File: src/rtl/apb_slave_regfile.sv
`default_nettype none
// ============================================================================
// Module   : apb_slave_regfile
// Purpose  : APB completer with a small word-addressed register file.
//            Register 0 is a read-only ID word; registers 1..NUM_REGS-1 are
//            read/write. A programmable number of wait states is inserted
//            in every access phase. Bad accesses get an error response.
// Revision : 1.0 - initial release
// ----------------------------------------------------------------------------
// Ports
//   Hclk     in   1   clock, rising edge
//   Hresetn  in   1   asynchronous active-low reset
//   Pselx    in   3   slave selects; only bit SLV_IDX belongs to this slave
//   Penable  in   1   access-phase strobe
//   Pwrite   in   1   1 = write, 0 = read
//   Paddr    in  32   byte address (bits [5:2] index the register file)
//   Pwdata   in  32   write data
//   Prdata   out 32   read data, zero unless a clean read is completing
//   Pready   out  1   transfer-complete strobe
//   Pslverr  out  1   error response, only meaningful while Pready=1
// ============================================================================
module apb_slave_regfile #(
  parameter int          SLV_IDX     = 0,
  parameter int          NUM_REGS    = 8,
  parameter int          WAIT_STATES = 0,
  parameter logic [31:0] ID_VALUE    = 32'hA9B0_0001
) (
  input  logic        Hclk,
  input  logic        Hresetn,
  input  logic [2:0]  Pselx,
  input  logic        Penable,
  input  logic        Pwrite,
  input  logic [31:0] Paddr,
  input  logic [31:0] Pwdata,
  output logic [31:0] Prdata,
  output logic        Pready,
  output logic        Pslverr
);

  localparam logic [0:0] ST_IDLE   = 1'b0;
  localparam logic [0:0] ST_ACCESS = 1'b1;

  localparam logic [3:0] C_WAIT  = 4'(WAIT_STATES);
  localparam logic [4:0] C_NREGS = 5'(NUM_REGS);

  logic [0:0]  state_q, state_d;
  logic [3:0]  cnt_q, cnt_d;

  logic        sel;
  logic [3:0]  idx;
  logic        addr_ok;
  logic        err;
  logic        wr_en;
  logic [31:0] rd_word;
  logic [31:0] rd_words [16];

  // The bridge has already decoded the region, so the upper address bits
  // and the other slaves' select lines carry no information here.
  logic        unused_bits;
  assign unused_bits = ^{Paddr[31:6], Pselx};

  assign sel     = Pselx[SLV_IDX];
  assign idx     = Paddr[5:2];
  assign addr_ok = (Paddr[1:0] == 2'b00) && ({1'b0, idx} < C_NREGS);
  // Register 0 is the read-only ID word, so writing it is an error.
  assign err     = !addr_ok || (Pwrite && (idx == 4'd0));

  // --------------------------------------------------------------------------
  // State register
  // --------------------------------------------------------------------------
  always_ff @(posedge Hclk or negedge Hresetn) begin
    if (!Hresetn) begin
      state_q <= ST_IDLE;
      cnt_q   <= 4'd0;
    end else begin
      state_q <= state_d;
      cnt_q   <= cnt_d;
    end
  end

  // --------------------------------------------------------------------------
  // Next-state logic
  // --------------------------------------------------------------------------
  always_comb begin
    state_d = state_q;
    cnt_d   = cnt_q;
    case (state_q)
      ST_IDLE: begin
        // Only a proper setup phase starts a transfer; an access phase
        // without a preceding setup is ignored.
        if (sel && !Penable) begin
          state_d = ST_ACCESS;
          cnt_d   = C_WAIT;
        end
      end
      ST_ACCESS: begin
        if (sel && Penable) begin
          if (cnt_q != 4'd0) begin
            cnt_d = cnt_q - 4'd1;
          end else begin
            state_d = ST_IDLE;
          end
        end else begin
          // Abort. Even if this edge looks like a fresh setup, the master
          // has to present setup again from IDLE.
          state_d = ST_IDLE;
          cnt_d   = 4'd0;
        end
      end
      default: begin
        state_d = ST_IDLE;
        cnt_d   = 4'd0;
      end
    endcase
  end

  // --------------------------------------------------------------------------
  // Output logic: purely from registered state and the live bus inputs, so
  // the async reset forces all outputs to zero at once.
  // --------------------------------------------------------------------------
  always_comb begin
    Pready  = 1'b0;
    Pslverr = 1'b0;
    Prdata  = 32'd0;
    if ((state_q == ST_ACCESS) && (cnt_q == 4'd0) && sel && Penable) begin
      Pready  = 1'b1;
      Pslverr = err;
      if (!Pwrite && !err) begin
        Prdata = rd_word;
      end
    end
  end

  // --------------------------------------------------------------------------
  // Register file
  // --------------------------------------------------------------------------
  assign wr_en = Pready && Pwrite && !err;

  for (genvar i = 0; i < 16; i++) begin : g_reg
    if (i == 0) begin : g_id
      assign rd_words[i] = ID_VALUE;
    end else if (i < NUM_REGS) begin : g_rw
      logic [31:0] reg_q;
      always_ff @(posedge Hclk or negedge Hresetn) begin
        if (!Hresetn) begin
          reg_q <= 32'd0;
        end else if (wr_en && (idx == 4'(i))) begin
          reg_q <= Pwdata;
        end
      end
      assign rd_words[i] = reg_q;
    end else begin : g_none
      // Unimplemented slots; reads of these indices are errored anyway.
      assign rd_words[i] = 32'd0;
    end
  end

  assign rd_word = rd_words[idx];

endmodule
`default_nettype wire

File: config.mk
export PLATFORM = sky130hd
export DESIGN_NAME = apb_slave_regfile
export DESIGN_NICKNAME = d
export VERILOG_FILES = /design/src/rtl/apb_slave_regfile.sv
export SDC_FILE = /design/constraint.sdc
export NUM_CORES = 1
export LEC_CHECK = 0
export ABC_AREA = 1
export CAP_MARGIN = 20
export CORE_ASPECT_RATIO = 0.8
export CORE_MARGIN = 5
export CORE_UTILIZATION = 35
export DETAILED_ROUTE_END_ITERATION = 8
export PLACE_DENSITY = 0.6
export SLEW_MARGIN = 20
export SYNTH_ARGS = -nofsm -noshare
export SYNTH_HDL_FRONTEND = slang
export SYNTH_SLANG_ARGS = --single-unit
File: constraint.sdc
create_clock -name Hclk -period 2.1 [get_ports Hclk]
set_input_delay 0.42 -clock Hclk [delete_from_list [all_inputs] [get_ports Hclk]]
set_output_delay 0.42 -clock Hclk [all_outputs]
set_load 0.03 [all_outputs]
==> results of run 1 <==
==> cell type report <==
| cell class | count | share of cell area [%] |
|---|---|---|
| multi-input cells | 1220 | 37.3 |
| clock inverters | 9 | 0.980 |
| flip-flops and latches | 229 | 37.7 |
| inverters | 29 | 0.717 |
| well taps | 434 | 3.58 |
| repair buffers | 192 | 14.9 |
| clock buffers | 35 | 4.84 |
==> how the worst max path moves through the flow <==
stage	from	endpoint	slack, ps	cells after the start
after detailed placement	Paddr[3]	Prdata[8]	-670	11
final	cnt_q[0]$_DFFE_PN0P_	Prdata[5]	-360	8
after global routing	cnt_q[0]$_DFFE_PN0P_	Prdata[5]	-420	8
after CTS	cnt_q[0]$_DFFE_PN0P_	Prdata[5]	-400	8
after global placement	Paddr[5]	Prdata[8]	-640	8
after floorplan	Paddr[2]	Prdata[8]	-50	8
==> kinds of logic after synthesis <==
group / Yosys count / share of synthesized area [%]
AND/OR/NAND/NOR: 1172 / 42.1
XOR/XNOR: 1 / 0.0744
AO/OA/AOI/OAI: 45 / 1.94
buffers and inverters: 131 / 7.01
adder cells (fa/ha/maj): 2 / 0.213
flip-flops: 229 / 48.7
==> layout by cell type, fill, tap and decap left out, types with 5 or more instances in the layout <==
cell             count
a21oi_4             32
inv_1               24
nand3_4              8
buf_4               83
buf_12              53
clkbuf_1             5
nor2_1              29
nor2_4               6
nand2_2             31
nand2_1            825
inv_2                5
buf_6               13
dfrtp_1            229
nor2_2               5
clkbuf_16           27
clkdlybuf4s50_1     37
nand3_1            261
o21ai_0             11
==> synthesized netlist by cell type <==
cell type | number | area (um^2)
a21oi_1 | 32 | 160
buf_1 | 1 | 3.75
buf_2 | 9 | 45.0
buf_4 | 2 | 15.0
buf_6 | 42 | 473
clkbuf_1 | 48 | 180
dfrtp_1 | 229 | 5730
ha_1 | 2 | 25.0
inv_1 | 26 | 97.6
inv_2 | 3 | 11.3
nand2_1 | 826 | 3100
nand2_2 | 31 | 194
nand3_1 | 262 | 1310
nand3_2 | 1 | 10.0
nand3_4 | 7 | 123
nand4_1 | 1 | 6.26
nor2_1 | 35 | 131
nor2_2 | 3 | 18.8
nor2_4 | 2 | 22.5
nor3_1 | 2 | 10.0
nor3_2 | 1 | 10.0
nor3_4 | 1 | 16.3
o21ai_0 | 11 | 55.1
o22ai_1 | 1 | 6.26
o31ai_1 | 1 | 7.51
xor2_1 | 1 | 8.76
==> metrics by stage <==
step                      area (um^2)  utilization (%)  hold slack [ps]  worst slack [ps]  setup TNS, ps
after global routing            15200             45.5              432              -425         -12440
after CTS                       15100             45.3              405              -397         -10860
after global placement          14200             42.4              383              -642         -66730
final                           15200             45.5              391              -361          -9880
after detailed placement        14200             42.4              376              -666         -71830
after floorplan                 12100                -              124             -51.7          -1020
==> power by group through the flow <==
stage,Combinational (uW),Sequential [uW],Clock (uW)
after CTS,716,4470,4880
after detailed placement,706,4550,0
after global placement,701,4550,0
after global routing,785,4470,5050
final,723,4470,4800
after floorplan,222,4540,0
==> sequential cells by signal, summed over array words and instances, names as in the netlist <==
register      flops
state_q           1
cnt_q             4
g.g_rw.reg_q    224
==> metal layers <==
metal	vias up	global-route usage [%]	part of all wire [%]
met3	70	3.19	6.6
met5	-	0	0
met2	356	32.2	45
met4	0	5.20	2.6
li1	5218	-	-
met1	5237	30.2	46
==> what timing repair did <==
action | CTS | global route
buffers inserted | 2 | 4
resized for setup | 22 | 7
hold endpoints to repair | 46 | 0
pin swaps | 2 | 1
hold buffers | 1 | 0
setup endpoints to repair | 34 | 34
==> key figures, run 1 <==
Synth
  – Synthesized area: between 10000 and 15000 um^2
  – Mapped Nets: between 1500 and 2000
  – Seq cells post-synth: about 230
  – Ys Warns: 0
  – Avg Cell Area, Syn: about 7.5 um^2
  – Sequential-to-total area share from yosys stat: around half
  – Post-synth cell types: 26
  – Mapped Cells: between 1500 and 2000

CTS
  – H-tree Lvls: 1
  – CTS Buffer Depth: 3
  – Clock-pin slew on the worst setup and hold paths: about 60 ps
  – Clk_lat worst skew: 540 ps
  – CTS tree: yes
  – Root buffer cell: clkbuf_16
  – CTS sink cnt: 229
  – CTS Buf Count: 26

Floorplanning
  – Die H: between 150 and 200 um
  – Full die area: between 30000 and 40000 um^2
  – Die width: around 220 um
  – Starting Density: a little over a third
  – Core area: around 33000 um^2
  – Num rows: 60
  – IO Count: ~110

STA
  – Final Skew: approximately 12 ps
  – Slew Viols, Final: 0
  – Setup violators final: 33
  – Slew @ Worst Pin: ~440 ps
  – Slew margin rel.: a little over two thirds
  – Achievable Freq: about 0.41 GHz
  – Final Hold Fails: 0
  – Post-layout min period: between 2000 and 2500 ps
  – Final worst slack: -361 ps
  – Final period util: 117%
  – RSZ-0062 raised after global routing: yes

Routing
  – Routed Antenna Nets: 0
  – Via count: ~11000
  – WL final: roughly 39000 um
  – DRT iter0 DRCs: between 1000 and 1500
  – DRT Pass-1 Iters: 7
  – Vias per cell: between 5 and 6
  – Wire per inst: roughly 18 um
  – DRC violations left: 0

Setup path
  – Cells along the critical path: inv_2 > ha_4 > nand2_4 > nor2_4 > nand3_4 > buf_12 > a21oi_4 > buf_12
  – Type of origin of the critical path: flip-flop
  – Worst r2r src: cnt_q[0]$_DFFE_PN0P_
  – Worst Path Max Fanout: 17
  – Path depth of the worst reg2reg path: 12
  – Critical path buffers and inverters: 3
  – Slowest stage cell on the critical path: dfrtp_1
  – Worst Setup End Kind: output pin
  – WS Path Type: flip-flop to output pin
  – Critical Path RT: approximately 1700 ps
  – FF-to-FF End: g_reg[7].g_rw.reg_q[16]$_DFFE_PN0P_
  – Delay-heaviest family, CP: buffers and inverters
  – Critical Path AT: between 2000 and 2500 ps
  – R2R Setup Slk: 160 ps
  – Max incr delay on CP: just under 400 ps
  – Crit-path most repeated cell: buf_12

Run status
  – Status: finished, violations left
  – Failing checks: negative setup slack

GRT
  – GRT Total Usage: between 20 and 25%
  – Largest net degree at the start of global routing: 58
  – First-pass GRT wire length: 62500 um
  – Initial antenna violation count: 0
  – Remaining Overflow, GRT: 0
  – Vias in the first global route: 10600

Power
  – P_leak: approximately 0.008 uW
  – Combinational power share: about 7.2%
  – Sw power: 2370 uW
  – Power share of the clock group: approximately 48%
  – Max rail drop VDD: between 0.0005 and 0.0006 V
  – Pwr per Cell Area: between 600 and 700 nW/um^2
  – Final Total Pwr: 9990 uW
  – Sequential Power Share: ~45%
  – Switching Share: between 20% and 30%
  – Cell-internal power: ~7600 uW

Place
  – Dpl hpwl: 25700 um
  – Placed insts: around 2100
  – RePlAce Congestion: 0.813
  – Count of input and output buffers: 76

Cells and area
  – Antenna cells: 0
  – Multi-input logic area: roughly 5700 um^2
  – Post-layout nets: around 1800
  – Area grow syn2layout: 29.0%
  – Layout Cells excl Fill: around 2100
  – Sequential cell area: approximately 5700 um^2
  – Share of post-route cells with drive strength above 1: about 17%
  – Fillers: 3300

Flow run
  – Number of max-cap violations: 0

Min path
  – Hold crit path type: input pin to asynchronous set/reset pin
No activity file was read; power rests on OpenSTA's default activity.
==> run 2, diff against run 1 <==
SLEW_MARGIN = unset   (was 20)
==> results of run 2 <==
The final DEF is identical to that of run 1; final timing and power are the same.
